### config.mk
export PLATFORM = sky130hd
export DESIGN_NAME = display_scan_controller_flat
export DESIGN_NICKNAME = d
export VERILOG_FILES = /design/src/rtl/display_scan_controller_if.sv /design/src/rtl/display_scan_controller.sv /design/src/flat_wrapper.sv
export SDC_FILE = /design/constraint.sdc
export NUM_CORES = 1
export LEC_CHECK = 0
export BUFFER_PORTS_ARGS = -buffer_cell sky130_fd_sc_hd__clkbuf_2
export CAP_MARGIN = 20
export CORE_MARGIN = 2
export CORE_UTILIZATION = 64
export CTS_BUF_LIST = sky130_fd_sc_hd__clkbuf_16
export CTS_CLUSTER_DIAMETER = 30
export DETAILED_ROUTE_END_ITERATION = 8
export PLACE_DENSITY_LB_ADDON = 0.05
export REMOVE_ABC_BUFFERS = 1
export SLEW_MARGIN = 10
export SYNTH_ARGS = -nofsm -noshare
export SYNTH_HDL_FRONTEND = slang
export SYNTH_SLANG_ARGS = --single-unit
### constraint.sdc
create_clock -name clk -period 6.6 [get_ports clk]
set_clock_uncertainty 0.1 [all_clocks]
set_input_delay 0.99 -clock clk [delete_from_list [all_inputs] [get_ports clk]]
set_output_delay 0.99 -clock clk [all_outputs]
set_load 0.05 [all_outputs]
### src/rtl/display_scan_controller_if.sv
// Write port of the display scan controller: the core pushes one digit value
// (hex nibble plus decimal point) per asserted cycle, with no back-pressure.
interface display_scan_controller_if;
  logic       wr_en;
  logic [3:0] wr_addr;
  logic [3:0] wr_data;
  logic       wr_dp;

  modport master (output wr_en, wr_addr, wr_data, wr_dp);
  modport slave  (input  wr_en, wr_addr, wr_data, wr_dp);
endinterface

### src/rtl/display_scan_controller.sv
// Time-multiplexed scan of NUM_DIGITS common-anode seven-segment digits through
// one shared encoder, with a blanking guard at the start of every digit slot.
module display_scan_controller #(
  parameter int NUM_DIGITS   = 8,
  parameter int REFRESH_DIV  = 100000,
  parameter int BLANK_CYCLES = 1000,
  localparam int SEL_W       = (NUM_DIGITS > 1) ? $clog2(NUM_DIGITS) : 1
) (
  input  logic                      clk,
  input  logic                      reset,
  display_scan_controller_if.slave  wr,
  input  logic [NUM_DIGITS-1:0]     digit_en,
  output logic [3:0]                num,
  output logic                      dp,
  output logic [NUM_DIGITS-1:0]     anodes,
  output logic [SEL_W-1:0]          digit_sel,
  output logic                      frame_tick
);

  localparam int CNT_W = (REFRESH_DIV > 1) ? $clog2(REFRESH_DIV) : 1;
  localparam logic [CNT_W-1:0] CNT_LAST  = CNT_W'(REFRESH_DIV - 1);
  localparam logic [CNT_W-1:0] BLANK_END = CNT_W'(BLANK_CYCLES);
  localparam logic [SEL_W-1:0] SEL_LAST  = SEL_W'(NUM_DIGITS - 1);

  typedef enum logic {BLANK, DRIVE} state_t;

  state_t                  state, state_next;
  logic [CNT_W-1:0]        cnt, cnt_next;
  logic [SEL_W-1:0]        sel_next;
  logic                    slot_end;
  logic [3:0]              val_q [NUM_DIGITS];
  logic                    dp_q  [NUM_DIGITS];
  logic [3:0]              num_next;
  logic                    dp_next;
  logic [NUM_DIGITS-1:0]   anodes_next;
  logic                    tick_next;

  always_ff @(posedge clk or posedge reset) begin
    if (reset) begin
      state     <= BLANK;
      cnt       <= '0;
      digit_sel <= '0;
    end else begin
      state     <= state_next;
      cnt       <= cnt_next;
      digit_sel <= sel_next;
    end
  end

  // Every output is derived from the next slot position so it lines up with
  // the registered counters without an extra cycle of latency.
  always_comb begin
    slot_end    = (cnt == CNT_LAST);
    cnt_next    = cnt + CNT_W'(1);
    sel_next    = digit_sel;
    state_next  = state;
    num_next    = '0;
    dp_next     = 1'b0;
    anodes_next = '1;

    if (slot_end) begin
      cnt_next = '0;
      sel_next = (digit_sel == SEL_LAST) ? '0 : digit_sel + SEL_W'(1);
    end

    if (cnt_next == '0)
      state_next = BLANK;
    else if (cnt_next == BLANK_END)
      state_next = DRIVE;

    for (int i = 0; i < NUM_DIGITS; i++) begin
      if (sel_next == SEL_W'(i)) begin
        num_next = val_q[i];
        dp_next  = dp_q[i];
        if (state_next == DRIVE && digit_en[i])
          anodes_next[i] = 1'b0;
      end
    end

    // A write landing on the slot boundary for the incoming digit must be
    // shown from the very first cycle of that slot.
    if (slot_end && wr.wr_en && ({1'b0, wr.wr_addr} == 5'(sel_next))) begin
      num_next = wr.wr_data;
      dp_next  = wr.wr_dp;
    end

    tick_next = (cnt_next == '0) && (sel_next == '0);
  end

  always_ff @(posedge clk or posedge reset) begin
    if (reset) begin
      anodes     <= '1;
      num        <= '0;
      dp         <= 1'b0;
      frame_tick <= 1'b0;
    end else begin
      anodes     <= anodes_next;
      num        <= num_next;
      dp         <= dp_next;
      frame_tick <= tick_next;
    end
  end

  // Addresses at or beyond NUM_DIGITS match no entry and are dropped.
  always_ff @(posedge clk or posedge reset) begin
    if (reset) begin
      for (int i = 0; i < NUM_DIGITS; i++) begin
        val_q[i] <= '0;
        dp_q[i]  <= 1'b0;
      end
    end else begin
      for (int i = 0; i < NUM_DIGITS; i++) begin
        if (wr.wr_en && (wr.wr_addr == 4'(i))) begin
          val_q[i] <= wr.wr_data;
          dp_q[i]  <= wr.wr_dp;
        end
      end
    end
  end

endmodule
### src/flat_wrapper.sv
// flat-port wrapper written by rule: the top's interface ports become plain ports
module display_scan_controller_flat 
#(
  parameter int NUM_DIGITS   = 8,
  parameter int REFRESH_DIV  = 100000,
  parameter int BLANK_CYCLES = 1000,
  localparam int SEL_W       = (NUM_DIGITS > 1) ? $clog2(NUM_DIGITS) : 1
)
  (clk, reset, digit_en, num, dp, anodes, digit_sel, frame_tick, wr_wr_en, wr_wr_addr, wr_wr_data, wr_wr_dp);
  display_scan_controller_if wr_i ();
  input  logic clk;
  input  logic reset;
  input  logic [NUM_DIGITS-1:0] digit_en;
  output logic [3:0] num;
  output logic dp;
  output logic [NUM_DIGITS-1:0] anodes;
  output logic [SEL_W-1:0] digit_sel;
  output logic frame_tick;
  input wire logic [$bits(wr_i.wr_en)-1:0] wr_wr_en;
  input wire logic [$bits(wr_i.wr_addr)-1:0] wr_wr_addr;
  input wire logic [$bits(wr_i.wr_data)-1:0] wr_wr_data;
  input wire logic [$bits(wr_i.wr_dp)-1:0] wr_wr_dp;
  assign wr_i.wr_en = wr_wr_en;
  assign wr_i.wr_addr = wr_wr_addr;
  assign wr_i.wr_data = wr_wr_data;
  assign wr_i.wr_dp = wr_wr_dp;
  display_scan_controller #(.NUM_DIGITS(NUM_DIGITS), .REFRESH_DIV(REFRESH_DIV), .BLANK_CYCLES(BLANK_CYCLES)) u_core (.clk(clk), .reset(reset), .wr(wr_i), .digit_en(digit_en), .num(num), .dp(dp), .anodes(anodes), .digit_sel(digit_sel), .frame_tick(frame_tick));
endmodule
Yosys cells after proc, flatten, opt, wreduce, memory -nomap -nowiden

Cells that the tools add are included.

Register bits: 75
Bits in latches: 0
Bits in writable memories: 0
Bits in read-only memories: 0
Bits of input ports: 20
Output and inout port bits: 17
Logic and storage cells: 104
Memories kept: 0

Add/subtract/negate cells: 2
Multipliers: 0
Divide/modulo/power cells: 0
Order comparisons: 0
Equality and inequality tests: 18
Shift-type cells: 0
Multiplexer cells: 39
Bitwise operators: 0
Reduce and logical (&&, ||, !) cells: 22

Operators by type and width:

| cell                                                               | number |
|---|---|
| 4-bit 2-to-1 mux                                                   | 9 |
| 1-bit 2-to-1 mux                                                   | 27 |
| 1-bit logical AND                                                  | 19 |
| 17-bit by 1-bit adder with 17-bit output (second input constant)   | 1 |
| 17-bit by 10-bit == test with 1-bit output (second input constant) | 1 |
| 17-bit == test (second input constant)                             | 1 |
| 17-bit zero test                                                   | 1 |
| 17-bit 2-to-1 mux                                                  | 1 |
| 4-bit by 3-bit == test with 1-bit output (second input constant)   | 4 |
| 3-bit == test (second input constant)                              | 5 |
| 4-bit by 2-bit == test with 1-bit output (second input constant)   | 2 |
| 3-bit by 2-bit == test with 1-bit output (second input constant)   | 2 |
| 3-bit 2-to-1 mux                                                   | 2 |
| 4-bit by 1-bit == test with 1-bit output (second input constant)   | 1 |
| 4-bit by 3-bit == test with 1-bit output                           | 1 |
| 4-bit zero test                                                    | 1 |
| 3-bit by 1-bit adder with 3-bit output (second input constant)     | 1 |
| 3-bit by 1-bit == test with 1-bit output (second input constant)   | 1 |
| 3-bit zero test                                                    | 1 |

Depth between registers and ports, before layout

Gate-level depths: netlist of run 1.

Depth after elaboration: 13
Mapped depth: 9
Mapped depth without buffers: 9

Least setup slack after synthesis of run 1

OpenSTA, ideal clock, no wires.

Path type: flip-flop to flip-flop
Start point: register u_core.digit_sel[0]
End point: register u_core.num[0]
Library setup time: 121 ps
Arrival time: 2603 ps
Required time: 6379 ps
Slack: 3776 ps
Stages on the path, launching flop included: 10
Buffers on the path: 2
Period minus slack after synthesis: 2824 ps
Cell sequence: dfrtp_1 -> ha_1 -> ha_1 -> nor2_1 -> mux2_2 -> clkbuf_1 -> buf_1 -> mux2i_1 -> o2111ai_1 -> o22a_1

Longest elaborated chain between the ends: 13
Elaborated cells on any way between the ends: 23
Those cells by class: add/sub (1); eq/ne (9); mux (11); reduce/logical (2)

Ends and longest elaborated chain:

| item                                                                           | line                          | RTL |
|---|---|---|
| start, declared                                                                | display_scan_controller.sv:16 | `output logic [SEL_W-1:0] digit_sel,` |
| start signal, assigned                                                         | display_scan_controller.sv:46 | `digit_sel <= sel_next;` |
| 3-bit by 1-bit adder with 3-bit output / 3-bit == test (equally long branches) | display_scan_controller.sv:63 | `sel_next = (digit_sel == SEL_LAST) ? '0 : digit_sel + SEL_W'(1);` |
| 3-bit 2-to-1 mux                                                               | display_scan_controller.sv:63 |  |
| 3-bit 2-to-1 mux (*)                                                           | display_scan_controller.sv:61 | `if (slot_end) begin` |
| net u_core.sel_next[0]                                                         | display_scan_controller.sv:29 | `logic [SEL_W-1:0] sel_next;` |
| 3-bit zero test                                                                | display_scan_controller.sv:72 | `if (sel_next == SEL_W'(i)) begin` |
| 4-bit 2-to-1 mux (8 in series)                                                 | display_scan_controller.sv:72 |  |
| 4-bit 2-to-1 mux (*)                                                           | display_scan_controller.sv:82 | `if (slot_end && wr.wr_en && ({1'b0, wr.wr_addr} == 5'(sel_next))) begin` |
| net u_core.num_next[0]                                                         | display_scan_controller.sv:33 | `logic [3:0] num_next;` |
| end signal, assigned                                                           | display_scan_controller.sv:98 | `num <= num_next;` |
| end, declared                                                                  | display_scan_controller.sv:13 | `output logic [3:0] num,` |

The timed path passes the listed nets; every way through them passes the cells marked *.
A chain may end at the register's enable or synchronous reset.

Worst setup path after layout of run 1

Start point: register u_core.cnt[0]
End point: register u_core.num[0]

Longest elaborated chain between the ends: 12
Elaborated cells on any way between the ends: 22
Those cells by class: eq/ne (9); mux (10); reduce/logical (3)

Ends and longest elaborated chain:

| item                           | line                          | RTL |
|---|---|---|
| start, declared                | display_scan_controller.sv:28 | `logic [CNT_W-1:0] cnt, cnt_next;` |
| start signal, assigned         | display_scan_controller.sv:45 | `cnt <= cnt_next;` |
| 17-bit == test (*)             | display_scan_controller.sv:53 | `slot_end = (cnt == CNT_LAST);` |
| 3-bit 2-to-1 mux (*)           | display_scan_controller.sv:61 |  |
| net u_core.sel_next[2]         | display_scan_controller.sv:29 |  |
| 3-bit zero test                | display_scan_controller.sv:72 |  |
| 4-bit 2-to-1 mux (8 in series) | display_scan_controller.sv:72 |  |
| 4-bit 2-to-1 mux (*)           | display_scan_controller.sv:82 |  |
| net u_core.num_next[0]         | display_scan_controller.sv:33 |  |

Marks and branches as above.

==> impl_metrics.py, run 1 <==
metrics = {
    "layout": {
        "mostFrequentLayoutCell": "dfrtp_1",
        "antennaDiodeCount": 0,
        "multi_input_area_mm2": 0.00188,
        "post_route_cells_drive_above_1_share_pct": 25.9,
        "nets": 420,
        "area_growth_pct": 13.4,
        "final.fill_count": 419,
        "layout.area.seq_mm2": 0.00189,
        "finish.utilization_pct": 74.8,
        "most-common-layout-cells": "dfrtp_1 (67), clkbuf_2 (36), mux2_2 (33)",
    },
    "detailed_routing": {
        "wirelength_mm": 9.18,
        "vias_cell": 6.33,
        "met2_length_mm": 4.89,
        "routed-via-count": 3020,
        "avgRoutedWirePerCell_um": 19.2,
        "route.met3.wl_um": 401,
        "top_layer": "met4",
        "first_pass_iters": 5,
        "ant_nets": 0,
        "met1_length_mm": 3.72,
        "drt_iter0_markers": 195,
        "post-route-drc-count": 0,
    },
    "placed_design": {
        "dpl.hpwl_mm": 6.44,
        "finalWeightedCongestion": 0.837,
        "port-buffer-count": 36,
    },
    "logic_synthesis": {
        "synth_area_per_cell_um2": 10.7,
        "synthCells": 366,
        "post_synth_instance_area_mm2": 0.00390,
        "synth.ff_latch_count": 75,
        "synth_top_cell_by_area": "dfrtp_1",
        "synth.distinct_cells": 62,
        "yosys-top-cells-area": "dfrtp_1 (43%), mux2_2 (9.5%), dfstp_2 (5.4%)",
        "synth_async_sr_flop_share_pct": 100,
        "ys_warn_count": 0,
        "yosysTopAreaCellShare_pct": 42.9,
        "synthFlopType": "dfrtp_1",
        "yosysSeqAreaShare_pct": 48.3,
        "synth_enable_flop_cells": 0,
    },
    "global_routing": {
        "grt_use_total_pct": 29.8,
        "number_of_antenna_violations_at_the_first_check_in_global_routing": 0,
        "first_global_vias": 2987,
        "maximum_number_of_pins_on_one_net_before_global_route_repair": 76,
        "globalRouteOverflowTotal": 0,
        "grt_first_pass_wirelength_mm": 14.8,
    },
    "timing": {
        "achievable-frequency_mhz": 314,
        "layout_min_cycle_time_ps": 3180,
        "slew_headroom_pct": 36.3,
        "final_hold_viol_count": 0,
        "finalMaxSlewViolations": 0,
        "timing.final.crit_share_pct": 48.2,
        "worst_pin_slew_ps": 956,
        "timing.setup.tns_ps": 0,
        "setup_viol": 0,
        "final.hold.worst_slack_ps": 393,
        "rsz_0062_raised_after_global_routing": "false",
    },
    "cts": {
        "clock_sinks": 75,
        "post_cts_resized": 0,
        "cts_root_buffer": "clkbuf_16",
        "tritoncts.num_buffers": 9,
        "cts_post_setup_buffers_inserted": 0,
        "clkTransAtPathRegs_ps": 60,
        "holdBufCountCts": 0,
        "clk_path_buf_depth": 2,
        "clock_insertion_delay_worst_skew_ps": 330,
        "h-tree-depth": 3,
        "cts_tree": "done",
    },
    "power": {
        "power.static_leakage_nw": 2.00,
        "power_density_mw_per_mm2": 279,
        "power.total_mw": 1.23,
        "vdd_ir_drop_max_uv": 178,
    },
    "job": {
        "max_cap_violations": 0,
    },
    "critical_path": {
        "critPathKind": "flip-flop to flip-flop",
        "crit_buf_inv": 1,
        "worst-path-stages": 9,
        "critPathRequiredTime_ps": 6720,
        "cp_slowest_stage_delay_ps": 510,
        "worst_path_max_delay_cell": "nand4_1",
        "worst-endpoint-arrival_ps": 3300,
        "endpoint_kind": "flip-flop",
        "critical-path-top-delay-family": "simple AND/OR/NAND/NOR gates",
        "cp_cell_sequence": "ha_1 -> nor4bb_1 -> nand4_1 -> mux2i_1 -> inv_1 -> a21oi_1 -> nor2b_1 -> a2111oi_0 -> o22a_1",
        "crit_path_start_kind": "flip-flop",
        "path_max_fanout": 14,
        "worst_r2r_path_depth": 9,
    },
    "floorplanning": {
        "num_rows": 28,
        "ios": 37,
        "die_width_um": 82.1,
        "die_area_mm2": 0.00674,
        "die_h_um": 82.1,
        "core_area_mm2": 0.00592,
        "initial_core_util_pct": 66.0,
    },
    "status": {
        "outcome": "finished clean",
    },
    "hold_path": {
        "hold_path_depth": 1,
        "hp-class": "flip-flop to flip-flop",
    },
}
per-layer routing:
| metal | global-route usage [%] | vias up |
|---|---|---|
| met5 | 0 | - |
| met2 | 52.8 | 95 |
| met3 | 5.11 | 18 |
| li1 | - | 1405 |
| met4 | 12.7 | 0 |
| met1 | 35.9 | 1502 |
worst paths after layout:
path / start / end / slack [ps]
min reg2reg: u_core.cnt[0] / u_core.cnt[0] / 390
max reg2reg: u_core.cnt[0] / u_core.num[0] / 3420
min in group asynchronous: reset / u_core.cnt[14] / 800
min: u_core.cnt[0] / u_core.cnt[0] / 390
max: u_core.cnt[0] / u_core.num[0] / 3420
max in group asynchronous: reset / u_core.dp_q[0] / 4940
Yosys cell counts (all sizes together), types with 3 or more instances:
cell type / instances
ha: 3
nor3: 7
mux2: 33
clkbuf: 10
a21oi: 10
and2: 5
dfrtp: 67
or3: 3
o21ai: 16
nand2: 32
or4b: 3
nor2: 25
nand2b: 3
nor4bb: 4
nand4: 9
mux2i: 14
xor2: 5
inv: 11
nand3: 18
dfstp: 8
buf: 9
nor2b: 5
nor4: 8
xnor2: 10
stage by stage:
step / instance area [um2] / worst slack [ps] / instances
2_1_floorplan: 3800 / 3610 / 347
3_3_place_gp: 4090 / 3560 / 460
3_5_place_dp: 4100 / 3430 / 461
4_1_cts: 4430 / 3450 / 477
5_1_grt: 4430 / 3050 / 477
6_report: 4430 / 3420 / 477
logic make-up (layout without fill, tap and decap cells):
family / Yosys count / in the layout / synth area share, %
DFF: 75 / 75 / 48.3
buffers and inverters: 30 / 66 / 3.65
xor gates and xnor gates: 15 / 15 / 3.36
adders and majority gates: 3 / 3 / 0.961
muxes: 47 / 47 / 13.1
and+or+nand+nor: 138 / 138 / 20.3
AOI/OAI and AO/OA: 58 / 58 / 10.3
power by group:
group	switching, mW	internal [mW]
Combinational	0.0719	0.0600
Clock	0.181	0.365
Sequential	0.0345	0.523
Total	0.288	0.947
registers in the layout, summed over array words and instances (netlist names):
| signal | flops |
|---|---|
| u_core.dp_q | 8 |
| u_core.anodes | 8 |
| u_core.frame_tick | 1 |
| u_core.val_q | 32 |
| u_core.digit_sel | 3 |
| u_core.state | 1 |
| u_core.cnt | 17 |
| u_core.dp | 1 |
| u_core.num | 4 |
cell type report:
type / instances / share of cell area [%]
tap: 75 / 2.12
inverter: 11 / 0.932
clock buffer: 9 / 5.08
timing repair buffer: 39 / 4.52
multi-input combinational: 261 / 42.3
clock inverter: 7 / 2.40
sequential: 75 / 42.6
worst register-to-register path: cells and delay by family (launching register included):
kind,cells,cell delay (ps)
simple gates,3,940
mux,1,500
compound gates,3,680
fa+ha+maj,1,280
buf+inv,1,200
flops,1,380
No activity file was read; power rests on OpenSTA's default activity.
==> inputs of run 2 (changes only) <==
Settings changed: CORE_UTILIZATION 64 to 59.
Clock period 6.6 ns to 3 ns, I/O delays scaled along.
==> run 2 against run 1 <==
  * Utilization decreased by 2.4 points
  * Fmax rose by 12%
  * Worst setup slack worse by 3200 ps
  * Design area increased by 4.5%
  * Sequential power increased by 120%
  * Via count grew 2.7%
  * Critical path depth fell by 2
  * Flip-flop and latch count did not move
  * Final cell count up 4.8%
  * Critical endpoint is now u_core.num[1]
  * Largest power group is now the clock network
  * Highest routed layer unchanged
==> impl_metrics.py, run 2 (synthesis results as in run 1) <==
metrics = {
    "status": {
        "outcome": "finished clean",
    },
    "critical_path": {
        "endpoint_kind": "flip-flop",
        "setup.reg_to_reg.worst_slack_ps": 170,
        "critPathRequiredTime_ps": 3120,
        "cp_cell_sequence": "or4b_4 -> or4_4 -> or4_4 -> and2_1 -> o21ai_0 -> o32ai_1 -> a21o_1",
        "path_max_fanout": 9,
        "cp_slowest_stage_delay_ps": 550,
        "worstReg2RegStart": "u_core.cnt[15]",
        "worst-endpoint-arrival_ps": 2950,
        "critical-path-top-delay-family": "simple AND/OR/NAND/NOR gates",
        "worst_r2r_path_depth": 7,
        "worst_path_max_delay_cell": "or4_4",
        "crit_path_start_kind": "flip-flop",
        "crit_path_frequent_cell": "or4_4",
        "critPathKind": "flip-flop to flip-flop",
        "r2r_end": "u_core.num[1]",
        "crit_buf_inv": 0,
    },
    "global_routing": {
        "number_of_antenna_violations_at_the_first_check_in_global_routing": 0,
        "first_global_vias": 3097,
        "global_route.peak_usage_layer": "met2",
        "grt_use_met3_pct": 3.99,
        "grt_first_pass_wirelength_mm": 15.5,
        "globalRouteOverflowTotal": 0,
        "grtUsageMet2_pct": 45.9,
        "grt_util_met1_pct": 34.3,
        "grt_use_total_pct": 27.7,
        "maximum_number_of_pins_on_one_net_before_global_route_repair": 45,
    },
    "timing": {
        "achievable-frequency_mhz": 353,
        "timing.final.crit_share_pct": 94.4,
        "final_hold_viol_count": 0,
        "final.setup.worst_slack_ps": 168,
        "finalMaxSlewViolations": 0,
        "setup_viol": 0,
        "rsz_0062_raised_after_global_routing": "false",
        "slew_headroom_pct": 54.7,
        "timing.setup.tns_ps": 0,
        "worst_pin_slew_ps": 678,
        "layout_min_cycle_time_ps": 2830,
    },
    "cts": {
        "h-tree-depth": 3,
        "cts_root_buffer": "clkbuf_16",
        "clock_sinks": 75,
        "tritoncts.num_buffers": 9,
        "clk_path_buf_depth": 2,
        "clock_insertion_delay_worst_skew_ps": 330,
        "cts_tree": "done",
        "cts_post_setup_buffers_inserted": 0,
        "clkTransAtPathRegs_ps": 60,
    },
    "layout": {
        "post_route_cells_drive_above_1_share_pct": 30.7,
        "finish.utilization_pct": 72.5,
        "antennaDiodeCount": 0,
        "mostFrequentLayoutCell": "dfrtp_1",
        "max_flop_register": "u_core.val_q",
        "largest_reg_flops": 32,
        "area_growth_pct": 18.5,
        "most-common-layout-cells": "dfrtp_1 (67), clkbuf_2 (36), mux2_2 (33)",
        "biggest_regs": "u_core.val_q x32, u_core.cnt x17",
        "nets": 442,
    },
    "power": {
        "vdd_ir_drop_max_uv": 386,
        "power.total_mw": 2.75,
        "power.static_leakage_nw": 2.12,
        "power_density_mw_per_mm2": 594,
    },
    "detailed_routing": {
        "routed-via-count": 3101,
        "ant_nets": 0,
        "wirelength_mm": 9.35,
        "drt_iter0_markers": 188,
        "first_pass_iters": 4,
        "vias_cell": 6.20,
        "avgRoutedWirePerCell_um": 18.7,
        "post-route-drc-count": 0,
    },
    "hold_path": {
        "hp-class": "primary input to async pin",
    },
    "floorplanning": {
        "die_width_um": 85.4,
        "die_area_mm2": 0.00729,
        "initial_core_util_pct": 61.1,
        "ios": 37,
        "num_rows": 29,
        "die_h_um": 85.4,
        "core_area_mm2": 0.00639,
    },
    "placed_design": {
        "dpl.hpwl_mm": 6.61,
        "port-buffer-count": 36,
        "placement_stage_worst_setup_slack_ps": 77.6,
        "finalWeightedCongestion": 0.949,
    },
    "job": {
        "max_cap_violations": 0,
    },
}
==> run 2: through the flow <==
step,hold slack [ps],cells,area [um2]
4_1_cts,123,500,4620
3_3_place_gp,361,485,4280
5_1_grt,159,500,4630
2_1_floorplan,345,347,3800
6_report,102,500,4630
3_5_place_dp,372,485,4280
==> run 2: cell type report <==
type,count,area [um2]
Tap cell,77,96.3
Fill cell,499,1760
Clock buffer,9,225
Timing Repair Buffer,61,380
Sequential cell,75,1890
Inverter,11,41.3
Clock inverter,6,113
Multi-Input combinational cell,261,1880
==> run 2: per-layer routing <==
layer | part of all wire, % | wire (um)
met2 | 51 | 4780
met4 | 3.9 | 367
met3 | 3.2 | 296
met1 | 42 | 3900
met5 | 0 | 0
==> run 2: how the worst max path moves through the flow <==
stage / to / slack, ps / from / cells after the start
finish: u_core.num[1] / 170 / u_core.cnt[15] / 7
CTS: u_core.anodes[1] / 40 / u_core.cnt[6] / 8
global placement: u_core.anodes[1] / 210 / u_core.cnt[6] / 8
detailed placement: u_core.anodes[1] / 80 / u_core.cnt[6] / 8
floorplan: u_core.num[1] / 210 / u_core.cnt[5] / 7
global route: u_core.anodes[1] / 50 / u_core.cnt[6] / 8
==> run 2: repair_timing <==
action                                  in CTS  in global routing
endpoints found under the hold margin        0                  0
endpoints found under the setup margin       0                 10
hold buffers                                 0                  0
resized for setup                            0                  3
==> run 2: report_power, final <==
group | switching (mW) | total, mW | leakage [nW] | internal [mW]
logic | 0.160 | 0.298 | 1.02 | 0.138
registers | 0.0675 | 1.22 | 0.934 | 1.15
clock network | 0.422 | 1.23 | 0.166 | 0.810
==> inputs of run 3 (changes only) <==
Settings changed: CORE_MARGIN 2 to unset.
==> run 3 against run 2 <==
  * Critical path depth unchanged
  * Clock-buffer cell count unchanged
  * Design area is 0.41% lower
  * First-iteration DRC count shrank 0.53%
  * Total power shrank 6.2%
  * Global-route usage increased by 0.92 points
  * Via count fell by 1.0%
  * Utilization down 0.29 points
  * Die area decreased by 4.6%
  * Routed wire length down 1.6%
  * Fmax decreased by 1.4%
  * Register-to-register slack got worse by 40 ps
==> impl_metrics.py, run 3 (synthesis results as in run 1) <==
metrics = {
    "layout": {
        "nets": 446,
        "most-common-layout-cells": "dfrtp_1 (67), clkbuf_2 (36), mux2_2 (33)",
        "multi_input_area_mm2": 0.00188,
        "largest_reg_flops": 32,
        "post_route_cells_drive_above_1_share_pct": 30.6,
        "max_flop_register": "u_core.val_q",
        "layout.area.seq_mm2": 0.00189,
        "mostFrequentLayoutCell": "dfrtp_1",
        "biggest_regs": "u_core.val_q x32, u_core.cnt x17",
        "final-instance-count-excl-fill": 505,
        "finish.utilization_pct": 72.2,
        "area_growth_pct": 18.0,
        "antennaDiodeCount": 0,
        "design_area_mm2": 0.00461,
        "final.fill_count": 474,
    },
    "placed_design": {
        "port-buffer-count": 36,
        "dpl.hpwl_mm": 6.57,
        "finalWeightedCongestion": 0.881,
        "place.detailed.instances": 488,
        "placement_stage_worst_setup_slack_ps": 163,
        "placed_cell_areas_mm2": 0.00430,
    },
    "power": {
        "power.total_mw": 2.58,
        "vdd_ir_drop_max_uv": 487,
        "power_density_mw_per_mm2": 559,
        "power.static_leakage_nw": 2.11,
    },
    "detailed_routing": {
        "avgRoutedWirePerCell_um": 18.2,
        "drt_iter0_markers": 187,
        "vias_cell": 6.08,
        "wirelength_mm": 9.20,
        "routed-via-count": 3069,
        "first_pass_iters": 4,
        "ant_nets": 0,
        "post-route-drc-count": 0,
    },
    "timing": {
        "timing.setup.tns_ps": 0,
        "finalMaxSlewViolations": 0,
        "slew_headroom_pct": 51.0,
        "final.hold.worst_slack_ps": 154,
        "layout_min_cycle_time_ps": 2870,
        "final_hold_viol_count": 0,
        "final.setup.worst_slack_ps": 129,
        "setup_viol": 0,
        "worst_pin_slew_ps": 716,
        "achievable-frequency_mhz": 348,
        "timing.final.crit_share_pct": 95.7,
        "rsz_0062_raised_after_global_routing": "false",
    },
    "cts": {
        "h-tree-depth": 3,
        "cts_root_buffer": "clkbuf_16",
        "tritoncts.num_buffers": 9,
        "cts_post_setup_buffers_inserted": 0,
        "clk_path_buf_depth": 2,
        "clock_sinks": 75,
        "clkTransAtPathRegs_ps": 60,
        "clock_insertion_delay_worst_skew_ps": 330,
        "cts_tree": "done",
    },
    "global_routing": {
        "first_global_vias": 3068,
        "globalRouteOverflowTotal": 0,
        "maximum_number_of_pins_on_one_net_before_global_route_repair": 59,
        "grt_use_total_pct": 28.6,
        "number_of_antenna_violations_at_the_first_check_in_global_routing": 0,
        "grt_first_pass_wirelength_mm": 15.3,
    },
    "floorplanning": {
        "die_h_um": 83.4,
        "num_rows": 29,
        "die_width_um": 83.4,
        "initial_core_util_pct": 61.1,
        "core_area_mm2": 0.00639,
        "die_area_mm2": 0.00695,
        "ios": 37,
    },
    "critical_path": {
        "crit_path_start_kind": "flip-flop",
        "endpoint_kind": "flip-flop",
        "path_max_fanout": 11,
        "critPathKind": "flip-flop to flip-flop",
        "critPathRequiredTime_ps": 3130,
        "worst-endpoint-arrival_ps": 3000,
    },
    "hold_path": {
        "hp-class": "primary input to flip-flop",
    },
    "status": {
        "outcome": "finished clean",
    },
    "job": {
        "max_cap_violations": 0,
    },
}
-- run 3: power breakdown --
part | internal (mW) | switching, mW | total (mW) | leakage, nW
Clock | 0.641 | 0.424 | 1.06 | 0.137
Combinational | 0.135 | 0.159 | 0.294 | 1.04
Sequential | 1.15 | 0.0691 | 1.22 | 0.934
-- run 3: worst max-delay path, cell delays in order (launching register included) --
cell	delay [ps]
dfrtp_1	410
or4b_4	530
or4_4	540
or4_4	630
and2_1	200
o21ai_0	90
o32ai_1	110
a21o_1	160
-- run 3: final cells by class --
type / count / share of cell area (%)
flip-flops and latches: 75 / 40.9
clock buffers: 9 / 4.89
inverters: 11 / 0.896
repair buffers: 65 / 8.96
multi-input cells: 261 / 40.7
clock inverters: 7 / 1.49
well taps: 77 / 2.09
-- run 3: worst paths after layout --
check	to	cells past startpoint	startpoint	slack (ps)
max	u_core.num[3]	7	u_core.cnt[5]	130
min	u_core.anodes[6]	2	digit_en[6]	150
max reg2reg	u_core.num[3]	7	u_core.cnt[5]	130
min reg2reg	u_core.val_q[9]	2	u_core.val_q[9]	380
max in group asynchronous	u_core.anodes[3]	4	reset	1580
min in group asynchronous	u_core.cnt[13]	3	reset	540
-- run 3: timing repair --
item	in CTS	in global routing
hold buffers	1	0
endpoints found under the setup margin	0	2
resized for setup	0	1
hold endpoints to repair	1	0
-- run 3: layer usage --
layer  share of wire (%)  global-route usage, %  routed length [um]  up-vias
met5                   0                      0                   0        -
met4                 2.3                   13.0                 209        0
met3                 2.9                   3.88                 268       14
met2                  52                   48.1                4780       58
met1                  43                   36.9                3940     1542
li1                    -                      -                   -     1455
